**src/rtl/priority_encoder_pkg.sv**
```systemverilog
// Shared definitions for the MSB-first priority encoder.
//   pe_width(n) : width of the index output for an n-bit request vector.
//                 Instantiating modules use it to size their Y nets.
package priority_encoder_pkg;

  localparam int PE_DEFAULT_N = 16;

  // A 1-bit vector still needs a 1-bit index port, so the width never drops
  // below 1.
  function automatic int pe_width(input int n);
    return (n <= 1) ? 1 : $clog2(n);
  endfunction

endpackage

```
**src/rtl/priority_encoder_node.sv**
```systemverilog
// One merge node of the priority-encoder tree.
//   Combines a low child and a high child, each a (valid, index) pair.
//   The high child wins whenever it is valid; otherwise the low child's
//   result passes through. The winning side is recorded in bit SB of the
//   index.
// Parameters:
//   W   index width (full output width; unused upper bits stay zero)
//   SB  bit position that encodes the child select at this tree level
// Ports:
//   lo_v_i, lo_idx_i   low child valid / index
//   hi_v_i, hi_idx_i   high child valid / index
//   v_o, idx_o         merged valid / index
module priority_encoder_node #(
  parameter int W  = 4,
  parameter int SB = 0
) (
  input  logic         lo_v_i,
  input  logic [W-1:0] lo_idx_i,
  input  logic         hi_v_i,
  input  logic [W-1:0] hi_idx_i,
  output logic         v_o,
  output logic [W-1:0] idx_o
);

  logic [W-1:0] sel;

  always_comb begin
    sel     = '0;
    sel[SB] = 1'b1;
  end

  assign v_o   = hi_v_i | lo_v_i;
  // Children carry zeros at SB and above, so OR-ing sets just the select bit.
  // An empty subtree yields index 0 through the low path.
  assign idx_o = hi_v_i ? (hi_idx_i | sel) : lo_idx_i;

endmodule

```
**src/rtl/priority_encoder.sv**
```systemverilog
// MSB-first priority encoder: Y is the index of the highest set bit of A,
// empty flags A == 0 (Y is then 0, same as A == 1).
// Build option: PRIORITY_ENCODER_REG_OUT_EN
//   undefined : Y/empty are combinational from A; clock and reset unused.
//   defined   : Y/empty registered on posedge clock (1-cycle latency);
//               synchronous active-high reset forces Y=0, empty=1.
// Parameters:
//   N  request vector width (N >= 1); Y width is derived via pe_width(N).
// Ports:
//   clock  in  1   clock (registered build only)
//   reset  in  1   synchronous active-high reset (registered build only)
//   A      in  N   request vector, bit N-1 highest priority
//   Y      out W   index of highest set bit, 0 when A == 0
//   empty  out 1   1 iff A == 0
module priority_encoder
  import priority_encoder_pkg::*;
#(
  parameter int N = PE_DEFAULT_N
) (
  input  logic                   clock,
  input  logic                   reset,
  input  logic [N-1:0]           A,
  output logic [pe_width(N)-1:0] Y,
  output logic                   empty
);

  localparam int W = pe_width(N);
  // The tree works on a power-of-two width; the padding bits are zero, so
  // indices >= N are never produced.
  localparam int P = 1 << W;

  logic [P-1:0] a_pad;
  assign a_pad = P'(A);

  // Heap-ordered tree: node k has children 2k (low) and 2k+1 (high); leaves
  // sit at P..2P-1 and the root is node 1.
  logic [2*P-1:1]        nv;
  logic [2*P-1:1][W-1:0] nidx;

  for (genvar i = 0; i < P; i++) begin : g_leaf
    assign nv[P+i]   = a_pad[i];
    assign nidx[P+i] = '0;
  end

  // Node k sits at depth floor(log2 k); its select bit is W-1 minus that.
  for (genvar k = 1; k < P; k++) begin : g_node
    priority_encoder_node #(
      .W  (W),
      .SB (W - $clog2(k + 1))
    ) u_node (
      .lo_v_i   (nv[2*k]),
      .lo_idx_i (nidx[2*k]),
      .hi_v_i   (nv[2*k+1]),
      .hi_idx_i (nidx[2*k+1]),
      .v_o      (nv[k]),
      .idx_o    (nidx[k])
    );
  end

  logic [W-1:0] y_d;
  logic         empty_d;

  assign y_d     = nidx[1];
  assign empty_d = ~nv[1];

`ifdef PRIORITY_ENCODER_REG_OUT_EN
  logic [W-1:0] y_q;
  logic         empty_q;

  // Reset values match the A == 0 encoding.
  always_ff @(posedge clock) begin
    if (reset) begin
      y_q     <= '0;
      empty_q <= 1'b1;
    end else begin
      y_q     <= y_d;
      empty_q <= empty_d;
    end
  end

  assign Y     = y_q;
  assign empty = empty_q;
`else
  logic unused_clk_rst;
  assign unused_clk_rst = clock ^ reset;

  assign Y     = y_d;
  assign empty = empty_d;
`endif

endmodule

```
**config.mk**
```make
export PLATFORM = sky130hd
export DESIGN_NAME = priority_encoder
export DESIGN_NICKNAME = d
export VERILOG_FILES = /design/src/rtl/priority_encoder_pkg.sv /design/src/rtl/priority_encoder_node.sv /design/src/rtl/priority_encoder.sv
export SDC_FILE = /design/constraint.sdc
export NUM_CORES = 1
export LEC_CHECK = 0
export CAP_MARGIN = 40
export CORE_AREA = 5 5 42 44
export DETAILED_ROUTE_END_ITERATION = 8
export DIE_AREA = 0 0 47 49
export PLACE_DENSITY = 0.47
export SYNTH_ARGS = -nofsm -noshare
export SYNTH_HDL_FRONTEND = slang
export SYNTH_SLANG_ARGS = --single-unit
```
**constraint.sdc**
```tcl
create_clock -name vclk -period 2.1
set_input_delay 0.525 -clock vclk [all_inputs]
set_output_delay 0.525 -clock vclk [all_outputs]
set_load 0.01 [all_outputs]
```
* Word level (Yosys, flattened, before mapping) *
Cells that the tools add are included.
Widths: inputs -> output; s select.

storage, ports and cells
  memories kept = 0
  latch bits = 0
  logic and storage cells = 31
  bits of input ports = 18
  memory bits (read-only) = 0
  bits in writable memories = 0
  register bits after elaboration = 0
  output and inout port bits = 5

cells by class
  bitwise logic cells = 16
  shifts and indexed selects = 0
  mux-type cells = 15
  div/mod/pow operators = 0
  reduce and logical (&&, ||, !) cells = 0
  equal/unequal tests = 0
  magnitude comparators = 0
  multiply operators = 0
  $add $sub $neg = 0

operators by type and width
  operator    count
  $mux 4      4
  $or 1x1->1  15
  $mux 1      8
  $mux 3      2
  $mux 2      1
  $not 1->1   1

* Longest topological paths before layout *
  depth after elaboration = 5
  depth in mapped cells = 4
  mapped depth without buffers = 4

* Hierarchy *
From an unflattened synthesis, not the netlist that was laid out.

unflattened totals
  cell total of the unflattened synthesis = 77
  area, all modules = 701.9 um^2

modules (own cells, without submodules)
  module                 sequential area each (um^2)  cells an instance  area an instance (um^2)  instances
  priority_encoder_node  0.0                          5                  46.3                     15
  priority_encoder       0.0                          2                  7.5                      1

* Worst setup path before layout *
OpenSTA, ideal clock, no wires.

  path type = input-to-output
  start point = input port A[9]
  end point = output port empty
  path buffers = 0
  slack = 0.155 ns
  data arrival time = 1.420 ns
  data required time = 1.575 ns
  stages = 3
  path through = or4_4 > nor2b_4 > and4_1

between the ends
  longest elaborated chain between the ends = 5

RTL lines
  what                      RTL line                     text
  from (decl)               priority_encoder.sv:22       input logic [N-1:0] A,
  $or 1x1->1 (4 in series)  priority_encoder_node.sv:32  assign v_o = hi_v_i | lo_v_i;
  $not 1->1                 priority_encoder.sv:64       assign empty_d = ~nv[1];
  to (decl)                 priority_encoder.sv:24       output logic empty

Every way passes these cells.

* Worst setup path in the final report *
  start point = input port A[11]
  end point = output port empty

The elaborated chain is that of the path after synthesis.

==> flow_metrics.py <==
metrics = {
    "run_status": {
        "status": "finished, violations left",
        "violations": "setup timing",
    },
    "synth": {
        "synth_top_family_by_area": "simple AND/OR/NAND/NOR gates",
        "yosysWarnings": 0,
        "yosys-top-cells-area": "nor2_1 (12%), a21oi_1 (9.7%), o21ai_0 (9.7%)",
        "synth_seq_area_share": 0,
        "yosys.area.top_type": "nor2_1",
        "synth_top_area_share": 0.1210,
        "synth-xor-area-share": 0,
        "syn_nets": 44,
        "synth_mux_area_frac": 0,
        "synth_compound_area_frac": 0.3387,
        "synth_cells": 26,
        "synth_area_per_cell_um2": 5.967,
        "yosys.area_share.simple": 0.5403,
        "yosysUniqueCellTypes": 15,
        "synthAdderAreaFrac": 0,
        "syn_area_um2": 155.1,
    },
    "floorplanning": {
        "start_util": 0.1107,
        "die-area_mm2": 0.002303,
        "die_w_um": 47,
        "rows": 14,
        "die_h_um": 49,
        "io_pins": 23,
        "coreArea_mm2": 0.001401,
    },
    "final_layout": {
        "antenna_cells": 0,
        "drive_gt1_frac": 0.4483,
        "final_area_um2": 462.9,
        "clockBufferCount": 0,
        "area_delta_synth_final_pct": 198.4,
        "seq_cell_count": 0,
        "finalNetCount": 78,
        "seq_area_um2": 0,
        "fillers": 158,
        "finalNonFillerCells": 74,
    },
    "sta": {
        "post-route-period-util": 1.038,
        "fin_ws_ns": -0.07986,
        "setup_tns_ns": -0.1777,
        "clock.fmax_ghz": 0.4587,
        "rsz0062_at_grt": "true",
        "drv_slew": 0,
        "relSlewSlack": 0.8312,
        "finalCriticalPeriod_ns": 2.180,
        "worst_slew_pin_slew_ns": 0.2511,
        "setup_viol": 4,
        "hold_viol_final": 0,
    },
    "place": {
        "io_buffers": 21,
        "dp_slack_ns": -0.8422,
        "place_area_um2": 452.9,
        "gp_congestion": 0.6762,
        "dp_cells": 72,
        "place.detailed.hpwl_um": 646.6,
    },
    "grt": {
        "grt_max_degree": 5,
        "antenna_found_initial": 0,
        "grt_pass1_vias": 277,
        "grt_pass1_wl_um": 1062,
        "grt_use_total": 0.05684,
        "grt-ovfl-total": 0,
    },
    "drt": {
        "drt_wl_total_um": 759,
        "vias": 300,
        "wire_per_inst_um": 10.26,
        "first_pass_iters": 1,
        "drt_iter0_drc": 0,
        "antenna_left": 0,
        "viasPerCell": 4.054,
        "drc": 0,
    },
    "power": {
        "vdd_drop_max_v": 0.00003190,
        "leakagePower_nw": 0.2121,
        "p_per_area_mw_per_mm2": 139.2,
    },
    "setup_path": {
        "crit_start": "A[11]",
        "setup.worst_path.end": "empty",
        "cp.required_ns": 1.57,
        "critPathCaptureType": "primary output",
        "worstPathArrival_ns": 1.65,
        "startpoint_type": "input pin",
        "worstSetupPathType": "in -> out",
        "crit_fanout": 4,
    },
    "job": {
        "cap_viol_max_count": 0,
    },
    "worst_hold_path": {
        "worstHoldPathType": "in -> out",
    },
    "cts": {
        "cts_hold_buffers": 0,
    },
}
## cells in the final DEF, fill, tap and decap left out
cell type,instances
and2b_1,1
buf_6,2
clkdlybuf4s50_1,3
a31oi_1,1
inv_1,3
nor2b_4,1
nor3_1,1
nor4_2,2
buf_4,12
clkdlybuf4s15_2,1
dlygate4sd2_1,5
or4_4,1
dlymetal6s2s_1,1
nor2_2,1
nor2b_1,1
buf_2,5
o31ai_2,1
o21ai_1,1
o21ai_0,2
a21oi_1,3
o311ai_1,1
and4_1,1
clkdlybuf4s15_1,4
nor2_1,4
## critical path, cell delays in order
cell and delay (ns):
buf_6 0.09, or4_4 0.54, nor2b_4 0.17, and4_1 0.20, buf_2 0.13
## routing by layer
layer / GRT usage / routed length [um] / up-vias
li1: - / - / 161
met1: 0.06739 / 274 / 130
met2: 0.1086 / 412 / 9
met3: 0.007380 / 72 / 0
met4: 0 / 0 / 0
met5: 0 / 0 / -
## per-stage QoR
stage                       util  hold WS (ns)  power (mW)
after floorplan                -         1.210     0.01307
after global placement    0.3232         2.219     0.06951
after detailed placement  0.3232         2.210     0.06946
after CTS                 0.3179         1.441     0.06384
after global routing      0.3304         1.558     0.07036
final                     0.3304         1.513     0.06446
## Yosys cell counts
cell type  instances
or4_4              1
nor2_1             5
buf_4              1
inv_1              3
and4_1             1
a31oi_1            1
o31ai_1            1
nor2b_4            1
nor3_1             1
and2b_1            1
o21ai_0            3
nor2b_1            1
o311ai_0           1
nor4_1             2
a21oi_1            3
## cell type report
cell class                      instances  area (um^2)  share of cell area
Timing Repair Buffer                   33        275.3              0.5946
Multi-Input combinational cell         22        156.4              0.3378
Tap cell                               16        20.02             0.04324
Inverter                                3        11.26             0.02432
## report_power, final
group,leakage [nW],switching [mW],internal [mW]
Clock,0,0,0
Sequential,0,0,0
Combinational,0.212,0.0233,0.0412
Total,0.212,0.0233,0.0412
## cells by family (layout without fill, tap and decap cells)
group | Yosys count | count (layout)
and+or+nand+nor | 13 | 13
buffers and inverters | 4 | 36
AOI/OAI and AO/OA | 9 | 9
## repair_timing
item                                    in CTS  in global routing
endpoints found under the hold margin        0                  0
endpoints found under the setup margin       5                  4
resized for setup                           52                  3
pin swaps                                    7                  6
buffers inserted                             1                  1
## how the worst min path moves through the flow
stage	slack [ns]	start	to	depth (start not counted)
floorplan	1.21	A[14]	Y[2]	2
global placement	2.22	A[3]	Y[0]	4
detailed placement	2.21	A[14]	Y[2]	4
CTS	1.44	A[8]	Y[3]	5
global route	1.56	A[1]	empty	4
finish	1.51	A[1]	empty	4
Note: power is estimated with default switching activity, not from simulation.
